<file path="src/rtl/regfile_scoreboard_if.sv">
// Port bundle for the register file: read ports, write port, issue handshake and write trace.
// The master side is the pipeline (decode/writeback); the slave side is the register file.
interface regfile_scoreboard_if #(
    parameter int DATA_W = 32,
    parameter int ADDR_W = 5,
    parameter int NUM_RD = 2
);
    logic [NUM_RD*ADDR_W-1:0] rd_addr;
    logic [NUM_RD*DATA_W-1:0] rd_data;
    logic [NUM_RD-1:0]        rd_busy;
    logic                     we;
    logic [ADDR_W-1:0]        wa;
    logic [DATA_W-1:0]        wd;
    logic [31:0]              wpc;
    logic                     iss_en;
    logic [ADDR_W-1:0]        iss_addr;
    logic                     iss_ready;
    logic                     tr_valid;
    logic [31:0]              tr_pc;
    logic [ADDR_W-1:0]        tr_addr;
    logic [DATA_W-1:0]        tr_data;
    logic                     err_underflow;

    modport master (
        output rd_addr, we, wa, wd, wpc, iss_en, iss_addr,
        input  rd_data, rd_busy, iss_ready, tr_valid, tr_pc, tr_addr, tr_data, err_underflow
    );

    modport slave (
        input  rd_addr, we, wa, wd, wpc, iss_en, iss_addr,
        output rd_data, rd_busy, iss_ready, tr_valid, tr_pc, tr_addr, tr_data, err_underflow
    );
endinterface

</file>
<file path="src/rtl/regfile_scoreboard.sv">
// General-purpose register file with combinational read ports, optional write bypass,
// optional hard-wired zero register, per-register pending-write scoreboard and write trace.
module regfile_scoreboard #(
    parameter int DATA_W   = 32,
    parameter int ADDR_W   = 5,
    parameter int NUM_RD   = 2,
    parameter bit BYPASS   = 1'b1,
    parameter bit ZERO_REG = 1'b1,
    parameter int PEND_MAX = 3
) (
    input  logic                clk,
    input  logic                reset,
    regfile_scoreboard_if.slave bus
);
    localparam int DEPTH = 2**ADDR_W;
    localparam int CNT_W = $clog2(PEND_MAX + 1);
    localparam logic [CNT_W-1:0] CNT_MAX = CNT_W'(PEND_MAX);
    localparam logic [CNT_W-1:0] CNT_ONE = CNT_W'(1);

    logic [DATA_W-1:0] mem     [DEPTH];
    logic [CNT_W-1:0]  cnt     [DEPTH];
    logic [CNT_W-1:0]  cnt_nxt [DEPTH];

    logic              eff_we;
    logic              iss_zero;
    logic              iss_ready_c;
    logic              acc_cnt;
    logic              underflow;
    logic [DEPTH-1:0]  inc_v;
    logic [DEPTH-1:0]  dec_v;

    logic                           tr_valid_q;
    logic [31:0]                    tr_pc_q;
    logic [ADDR_W-1:0]              tr_addr_q;
    logic [DATA_W-1:0]              tr_data_q;
    logic                           err_q;
    logic [NUM_RD-1:0][DATA_W-1:0]  rd_data_c;
    logic [NUM_RD-1:0]              rd_busy_c;

    // Write and issue qualification; r0 is invisible to the scoreboard when hard-wired.
    always_comb begin
        // NOTE: every combinational output is given a value before any branch, so no latch is inferred.
        eff_we      = 1'b0;
        iss_zero    = 1'b0;
        iss_ready_c = 1'b1;
        acc_cnt     = 1'b0;
        underflow   = 1'b0;

        eff_we   = bus.we && !(ZERO_REG && bus.wa == '0);
        iss_zero = ZERO_REG && bus.iss_addr == '0;
        if (!iss_zero) begin
            // A write to the same register this cycle frees the slot it is asking for.
            iss_ready_c = (cnt[bus.iss_addr] != CNT_MAX) || (eff_we && bus.wa == bus.iss_addr);
        end
        acc_cnt   = bus.iss_en && iss_ready_c && !iss_zero;
        underflow = eff_we && cnt[bus.wa] == '0;
    end

    assign bus.iss_ready = iss_ready_c;

    // Per-register counter update: issue increments, effective write decrements, both cancel.
    always_comb begin
        inc_v = '0;
        dec_v = '0;
        for (int r = 0; r < DEPTH; r++) begin
            inc_v[r]   = acc_cnt && bus.iss_addr == ADDR_W'(r);
            dec_v[r]   = eff_we && bus.wa == ADDR_W'(r);
            cnt_nxt[r] = cnt[r];
            if (inc_v[r] && dec_v[r]) begin
                // Retiring a write nobody issued still leaves the new issue outstanding.
                if (cnt[r] == '0) begin
                    cnt_nxt[r] = CNT_ONE;
                end
            end else if (inc_v[r]) begin
                cnt_nxt[r] = cnt[r] + CNT_ONE;
            end else if (dec_v[r] && cnt[r] != '0) begin
                cnt_nxt[r] = cnt[r] - CNT_ONE;
            end
        end
    end

    for (genvar i = 0; i < NUM_RD; i++) begin : g_rd
        logic [ADDR_W-1:0] addr;
        logic              hit_zero;
        logic              hit_wr;

        assign addr     = bus.rd_addr[i*ADDR_W +: ADDR_W];
        assign hit_zero = ZERO_REG && addr == '0;
        assign hit_wr   = BYPASS && eff_we && bus.wa == addr;

        assign rd_data_c[i] = hit_zero ? '0 : (hit_wr ? bus.wd : mem[addr]);
        // The last outstanding write being bypassed right now means the value is already available.
        assign rd_busy_c[i] = !hit_zero && cnt[addr] != '0 && !(hit_wr && cnt[addr] == CNT_ONE);
    end

    assign bus.rd_data = rd_data_c;
    assign bus.rd_busy = rd_busy_c;

    always_ff @(posedge clk) begin
        if (reset) begin
            // NOTE: the register array is flop-based and cleared on reset; software relies on all-zero registers.
            for (int r = 0; r < DEPTH; r++) begin
                mem[r] <= '0;
                cnt[r] <= '0;
            end
            tr_valid_q <= 1'b0;
            tr_pc_q    <= '0;
            tr_addr_q  <= '0;
            tr_data_q  <= '0;
            err_q      <= 1'b0;
        end else begin
            // NOTE: sequential state uses non-blocking assignments so every flop samples pre-edge values.
            for (int r = 0; r < DEPTH; r++) begin
                cnt[r] <= cnt_nxt[r];
            end
            if (eff_we) begin
                mem[bus.wa] <= bus.wd;
                tr_pc_q     <= bus.wpc;
                tr_addr_q   <= bus.wa;
                tr_data_q   <= bus.wd;
            end
            tr_valid_q <= eff_we;
            if (underflow) begin
                err_q <= 1'b1;
            end
        end
    end

    assign bus.tr_valid      = tr_valid_q;
    assign bus.tr_pc         = tr_pc_q;
    assign bus.tr_addr       = tr_addr_q;
    assign bus.tr_data       = tr_data_q;
    assign bus.err_underflow = err_q;
endmodule

</file>
<file path="src/flat_wrapper.sv">
// flat-port wrapper written by rule: the top's interface ports become plain ports
module regfile_scoreboard_flat 
#(
    parameter int DATA_W   = 32,
    parameter int ADDR_W   = 5,
    parameter int NUM_RD   = 2,
    parameter bit BYPASS   = 1'b1,
    parameter bit ZERO_REG = 1'b1,
    parameter int PEND_MAX = 3
)
  (clk, reset, bus_rd_addr, bus_we, bus_wa, bus_wd, bus_wpc, bus_iss_en, bus_iss_addr, bus_rd_data, bus_rd_busy, bus_iss_ready, bus_tr_valid, bus_tr_pc, bus_tr_addr, bus_tr_data, bus_err_underflow);
  regfile_scoreboard_if #(.DATA_W(DATA_W), .ADDR_W(ADDR_W), .NUM_RD(NUM_RD)) bus_i ();
  input  logic clk;
  input  logic reset;
  input wire logic [$bits(bus_i.rd_addr)-1:0] bus_rd_addr;
  input wire logic [$bits(bus_i.we)-1:0] bus_we;
  input wire logic [$bits(bus_i.wa)-1:0] bus_wa;
  input wire logic [$bits(bus_i.wd)-1:0] bus_wd;
  input wire logic [$bits(bus_i.wpc)-1:0] bus_wpc;
  input wire logic [$bits(bus_i.iss_en)-1:0] bus_iss_en;
  input wire logic [$bits(bus_i.iss_addr)-1:0] bus_iss_addr;
  output wire logic [$bits(bus_i.rd_data)-1:0] bus_rd_data;
  output wire logic [$bits(bus_i.rd_busy)-1:0] bus_rd_busy;
  output wire logic [$bits(bus_i.iss_ready)-1:0] bus_iss_ready;
  output wire logic [$bits(bus_i.tr_valid)-1:0] bus_tr_valid;
  output wire logic [$bits(bus_i.tr_pc)-1:0] bus_tr_pc;
  output wire logic [$bits(bus_i.tr_addr)-1:0] bus_tr_addr;
  output wire logic [$bits(bus_i.tr_data)-1:0] bus_tr_data;
  output wire logic [$bits(bus_i.err_underflow)-1:0] bus_err_underflow;
  assign bus_i.rd_addr = bus_rd_addr;
  assign bus_i.we = bus_we;
  assign bus_i.wa = bus_wa;
  assign bus_i.wd = bus_wd;
  assign bus_i.wpc = bus_wpc;
  assign bus_i.iss_en = bus_iss_en;
  assign bus_i.iss_addr = bus_iss_addr;
  assign bus_rd_data = bus_i.rd_data;
  assign bus_rd_busy = bus_i.rd_busy;
  assign bus_iss_ready = bus_i.iss_ready;
  assign bus_tr_valid = bus_i.tr_valid;
  assign bus_tr_pc = bus_i.tr_pc;
  assign bus_tr_addr = bus_i.tr_addr;
  assign bus_tr_data = bus_i.tr_data;
  assign bus_err_underflow = bus_i.err_underflow;
  regfile_scoreboard #(.DATA_W(DATA_W), .ADDR_W(ADDR_W), .NUM_RD(NUM_RD), .BYPASS(BYPASS), .ZERO_REG(ZERO_REG), .PEND_MAX(PEND_MAX)) u_core (.clk(clk), .reset(reset), .bus(bus_i));
endmodule
</file>
<file path="config.mk">
export PLATFORM = sky130hd
export DESIGN_NAME = regfile_scoreboard_flat
export DESIGN_NICKNAME = d
export VERILOG_FILES = /design/src/rtl/regfile_scoreboard_if.sv /design/src/rtl/regfile_scoreboard.sv /design/src/flat_wrapper.sv
export SDC_FILE = /design/constraint.sdc
export NUM_CORES = 2
export LEC_CHECK = 0
export CAP_MARGIN = 0
export CELL_PAD_IN_SITES_DETAIL_PLACEMENT = 0
export CELL_PAD_IN_SITES_GLOBAL_PLACEMENT = 1
export CORE_MARGIN = 5
export CORE_UTILIZATION = 58
export CTS_BUF_LIST = sky130_fd_sc_hd__clkbuf_4
export DETAILED_ROUTE_END_ITERATION = 6
export PLACE_DENSITY_LB_ADDON = 0.3
export SLEW_MARGIN = 20
export SYNTH_ARGS = -nofsm -noshare
export SYNTH_HDL_FRONTEND = slang
export SYNTH_SLANG_ARGS = --single-unit
</file>
<file path="constraint.sdc">
create_clock -name clk -period 10.6 [get_ports clk]
set_input_delay 2.65 -clock clk [delete_from_list [all_inputs] [get_ports clk]]
set_output_delay 2.65 -clock clk [all_outputs]
set_load 0.01 [all_outputs]
</file>
---- Word-level counts from Yosys, hierarchy flattened ----
Memory sizes are Yosys's and may differ from the RTL's.
Index checks and enable logic that the tools add are counted.
storage, ports and cells
  register bits ........................... 71
  bits in writable memories ............... 1088
  bits of input ports ..................... 88
  word-level logic and storage cells ...... 565
  memories kept ........................... 2
memories
  memory      words  bits a word  rd ports  clocked after Yosys merged registers in  write ports  RTL line                  source
  u_core.mem  32     32           2         0                                        32           regfile_scoreboard.sv:20  logic [DATA_W-1:0] mem [DEPTH];
  u_core.cnt  32     2            36        0                                        32           regfile_scoreboard.sv:21  logic [CNT_W-1:0] cnt [DEPTH];
cells by class
  add/sub/neg operators ................... 64
  equal/unequal tests ..................... 68
  multiplexer cells ....................... 174
  bitwise operators ....................... 32
  reductions and logical operators ........ 220
operators by type and width
  cell                                                 count
  two-way mux 2 bit                                    160
  equality test 5 bit, second input constant           32
  two-way mux 32 bit                                   5
  logical AND 1 bit                                    141
  equality test 5 x 4 -> 1 bit, second input constant  16
  nonzero test 2 bit                                   34
  zero test 2 bit                                      33
  adder 2 x 1 -> 2 bit, second input constant          32
  subtractor 2 x 1 -> 2 bit, second input constant     32
  equality test 5 x 3 -> 1 bit, second input constant  8
  OR 1 bit                                             32
  OR reduction 32 bit                                  1
  equality test 5 x 2 -> 1 bit, second input constant  4
  zero test 5 bit                                      4
  equality test 5 bit                                  3
  equality test 5 x 1 -> 1 bit, second input constant  2
  two-way mux 1 bit                                    8
  zero test 1 bit                                      6
  two-way mux 5 bit                                    1
  equality test 2 x 1 -> 1 bit, second input constant  2
  != test 2 bit, second input constant                 1
  logical OR 1 bit                                     1

---- Depth between registers and ports, before layout ----
  word-level depth ........................ 12
  mapped depth ............................ 10
  mapped depth without buffers ............ 6

---- Worst setup path before layout ----
OpenSTA, ideal clock, no wires.
  path type ............................... input to output
  from .................................... in bus_rd_addr[0]
  to ...................................... out bus_rd_busy[0]
  data arrival time ....................... 4499 ps
  required time ........................... 7950 ps
  slack ................................... 3451 ps
  cell stages on the path ................. 7
  cells stage by stage .................... buf_2 > buf_2 > buf_2 > mux4_2 > mux4_2 > a211oi_1 > a211oi_1
between the ends
  longest elaborated chain between the ends .. 5
  elaborated cells between the ends (all ways) .. 11
  those cells by class .................... eq/ne: 2; reduce/logical: 8; memory: 1
ends and longest elaborated chain
  what                                                               RTL line                                            source
  start: declaration                                                 flat_wrapper.sv:15                                  input wire logic [$bits(bus_i.rd_addr)-1:0] bus_rd_addr;
  memory (32 x 2 bit) or equality test 5 bit (tied branches)         --
  equality test 2 x 1 -> 1 bit or logical AND 1 bit (tied branches)  regfile_scoreboard.sv:93, regfile_scoreboard.sv:89
  logical AND 1 bit                                                  regfile_scoreboard.sv:93                            assign rd_busy_c[i] = !hit_zero && cnt[addr] != '0 && !(hit_wr && cnt[addr] == CNT_ONE);
  zero test 1 bit                                                    regfile_scoreboard.sv:93
  logical AND 1 bit (*)                                              regfile_scoreboard.sv:93
  end: declaration                                                   flat_wrapper.sv:23                                  output wire logic [$bits(bus_i.rd_busy)-1:0] bus_rd_busy;
Every way passes the cells marked *; elsewhere a longest branch is shown, timed or not.

---- Final worst setup path ----
  from .................................... in bus_wa[2]
  to ...................................... out bus_rd_data[5]
between the ends
  longest elaborated chain between the ends .. 6
  elaborated cells between the ends (all ways) .. 7
  those cells by class .................... eq/ne: 1; mux: 2; reduce/logical: 4
ends and longest elaborated chain
  what                                  RTL line                  source
  start: declaration                    flat_wrapper.sv:17        input wire logic [$bits(bus_i.wa)-1:0] bus_wa;
  zero test 5 bit                       regfile_scoreboard.sv:49  eff_we = bus.we && !(ZERO_REG && bus.wa == '0);
  zero test 1 bit                       regfile_scoreboard.sv:49
  logical AND 1 bit                     regfile_scoreboard.sv:49
  logical AND 1 bit (*)                 regfile_scoreboard.sv:89  assign hit_wr = BYPASS && eff_we && bus.wa == addr;
  two-way mux 32 bit (*) (2 in series)  regfile_scoreboard.sv:91  assign rd_data_c[i] = hit_zero ? '0 : (hit_wr ? bus.wd : mem[addr]);
  end: declaration                      flat_wrapper.sv:22        output wire logic [$bits(bus_i.rd_data)-1:0] bus_rd_data;
Marked as above.

==> flow_metrics.py <==
metrics = {
    "cells_and_area": {
        "drive_gt1_frac": 0.285,
        "fillers": 7792,
        "multi_input_area_um2": 28100,
        "fin_area_um2": 70700,
        "final_core_util": 0.652,
        "layout_common_cells": "edfxtp_1, and2_1, mux4_2",
        "regArea_um2": 33500,
        "layout_commonest_cell": "edfxtp_1",
        "nNetsFinal": 4746,
        "syn2layout_area_growth_pct": 12.1,
    },
    "synthesis": {
        "yosys_register_bits": 1159,
        "synthMuxAreaShare": 0.252,
        "synth_top_family_by_area": "multiplexers",
        "synth_edf_count": 1024,
        "synth_area_um2": 63100,
        "postSynthCellCount": 4400,
        "synthAdderAreaFrac": 0,
        "synth_compound_area_frac": 0.0379,
        "synthFlopType": "edfxtp_1",
        "syn_area_per_cell_um2": 14.3,
        "async_flop_share": 0,
        "synth_xor_area_frac": 0.00250,
        "ys_types": 60,
        "synth-simple-area-share": 0.146,
        "synth-warning-count": 0,
        "ys_seq_area_frac": 0.530,
    },
    "floorplan": {
        "dieArea_um2": 115000,
        "initial_core_util": 0.582,
        "die_w_um": 340,
        "ios": 226,
        "coreArea_um2": 108000,
        "die_y_um": 340,
        "row_count": 121,
    },
    "timing": {
        "maxSlewViolCount": 0,
        "slew-limit-headroom": 0.183,
        "fin_crit_ns": 9.39,
        "rsz0062_at_grt": "false",
        "fmax_mhz": 106,
        "fin_skew_ns": 0.0385,
        "fin_setup_tns_ns": 0,
        "final_hold_viol_count": 0,
        "worstMarginPinSlew_ns": 1.21,
        "setup_violations": 0,
        "fin_crit_sh": 0.886,
    },
    "grt": {
        "overflow": 0,
        "antenna_found_initial": 22,
        "grt_max_degree": 93,
        "grt_pass1_wl_um": 300000,
        "grt_pass1_vias": 43500,
        "grt_util_all_layers": 0.360,
    },
    "drt": {
        "drt_iter0_drc": 6911,
        "num_vias": 43400,
        "drt-total-wl_um": 209000,
        "routed_via_density": 6.91,
        "drtAntennaViolNets": 0,
        "post-route-drc-count": 0,
        "dr.pass1.iters": 5,
        "wire_per_inst_um": 33.2,
    },
    "clock_network": {
        "cts_buffers": 331,
        "htreeDepth": 5,
        "clk_latency_ns": 1.19,
        "cts.sinks": 1159,
        "post_cts_resized": 0,
        "cts_tree": "done",
        "cts_max_path_buffers": 4,
        "cts.reportedPaths.clkPinSlew_ns": 0.05,
        "hold_buffers": 0,
        "post-cts-setup-buffers": 0,
        "root_buffer": "clkbuf_4",
    },
    "status": {
        "status": "finished, final reports clean",
    },
    "critical_path": {
        "cp.arrival_ns": 6.74,
        "crit_chain": "clkdlybuf4s50_1 > buf_4 > nor2_1 > a21boi_4 > nand4_1 > buf_4 > nor2_1 > a211oi_1 > clkdlybuf4s50_1",
        "reg2reg_setup_slack_ns": 7.97,
        "cp-start-kind": "input port",
        "r2r_start": "u_core.cnt[21][0]",
        "endpoint_kind": "output pin",
        "path_max_fanout": 66,
        "rr_worst_depth": 7,
        "worstSetupPathType": "in -> out",
        "r2r_end": "u_core.cnt[28][1]",
        "cp_slowest_stage_delay_ns": 0.95,
        "path_depth": 9,
        "cp_top_family": "buffers and inverters",
        "crit_start": "bus_wa[2]",
        "cp.required_ns": 7.95,
        "path_buf_inv": 4,
        "crit_path_end": "bus_rd_data[5]",
        "slowest_stage": "a211oi_1",
    },
    "pwr": {
        "power_density_nw_per_um2": 154,
        "ir_drop_v": 0.000121,
        "p_total_uw": 10900,
        "p_leak_uw": 0.0242,
    },
    "place": {
        "placed_area_um2": 66700,
        "dpl.hpwl_um": 115000,
        "globalplace.congestion": 0.857,
        "port-buffer-count": 225,
    },
    "hold_path": {
        "hp-start": "u_core.bus.tr_data[26]",
        "hold_path_class": "reg -> reg",
    },
    "job": {
        "max_cap_viol_count": 0,
    },
}
==> synth_stat cells, types with 9 or more instances <==
library cell	count	area, um2
o21ai_0	58	290
and2_1	999	6250
nand3_1	44	220
a211o_1	12	105
a21oi_1	154	771
edfxtp_1	1024	30700
a211oi_1	107	803
nor2b_1	42	263
nand4_1	23	144
xor2_1	9	78.8
nor2_1	137	514
inv_1	16	60.1
mux4_2	660	14900
buf_2	95	475
nand2_1	223	837
a31oi_1	21	131
buf_4	12	90.1
nor3b_1	28	210
buf_1	23	86.3
xnor2_1	9	78.8
clkbuf_1	322	1210
dfxtp_1	135	2700
nor3_1	32	160
mux2i_1	92	921
nand2b_1	62	388
==> kinds of logic (layout without fill, tap and decap cells) <==
kind of cell	count (synthesis)	count (layout)
flip-flops	1159	1159
XOR/XNOR	18	18
buffers and inverters	471	911
AND/OR/NAND/NOR	1612	1612
multiplexers	758	758
other	1	36
AO/OA/AOI/OAI	381	381
==> worst min-delay path by stage <==
stage,endpoint,slack (ns),cells past startpoint
global route,u_core.bus.tr_data[22],0.47,2
detailed placement,u_core.bus.tr_pc[9],0.45,2
global placement,u_core.bus.tr_pc[22],0.44,2
floorplan,u_core.cnt[0][0],0.44,2
CTS,u_core.bus.tr_pc[12],0.46,2
finish,u_core.bus.tr_data[26],0.45,2
==> report_power, final <==
group          switching [uW]  internal (uW)  total, uW
clock                    1900           2190       4090
combinational             808            679       1490
sequential                126           5210       5340
==> metrics by stage <==
step	setup WS [ns]	hold WS, ns	std cells
2_1_floorplan	3.45	0.437	4431
3_3_place_gp	1.37	0.441	5738
3_5_place_dp	1.37	0.448	5739
4_1_cts	1.36	0.455	6285
5_1_grt	1.12	0.469	6286
6_report	1.21	0.452	6289
==> layout make-up <==
| type | instances | area share |
|---|---|---|
| sequential | 1159 | 0.473 |
| multi-input combinational | 2801 | 0.398 |
| clock buffer | 483 | 0.0513 |
| timing repair buffer | 349 | 0.0464 |
| tap | 1414 | 0.0250 |
| clock inverter | 63 | 0.00536 |
| inverter | 16 | 0.000849 |
| antenna | 4 | 0.000142 |
==> routing by layer <==
metal,wire [um],track usage,vias up
li1,-,-,17500
met1,71600,0.473,21700
met2,96700,0.566,3653
met3,30900,0.112,651
met4,9590,0.149,12
met5,93,0,-
==> tightest hold or removal path, stage by stage, from the launching register on <==
cell,delay [ns]
dfxtp_1,0.30
nand2_1,0.05
a21oi_1,0.05
==> sequential cells by signal (all words and copies together), names as in the netlist <==
name and flops:
u_core.mem 1024, u_core.cnt 64, u_core.bus.tr_data 32, u_core.bus.tr_pc 32
u_core.bus.tr_addr 5, u_core.bus.err_underflow 1, u_core.bus.tr_valid 1
No activity file was read; power rests on OpenSTA's default activity.
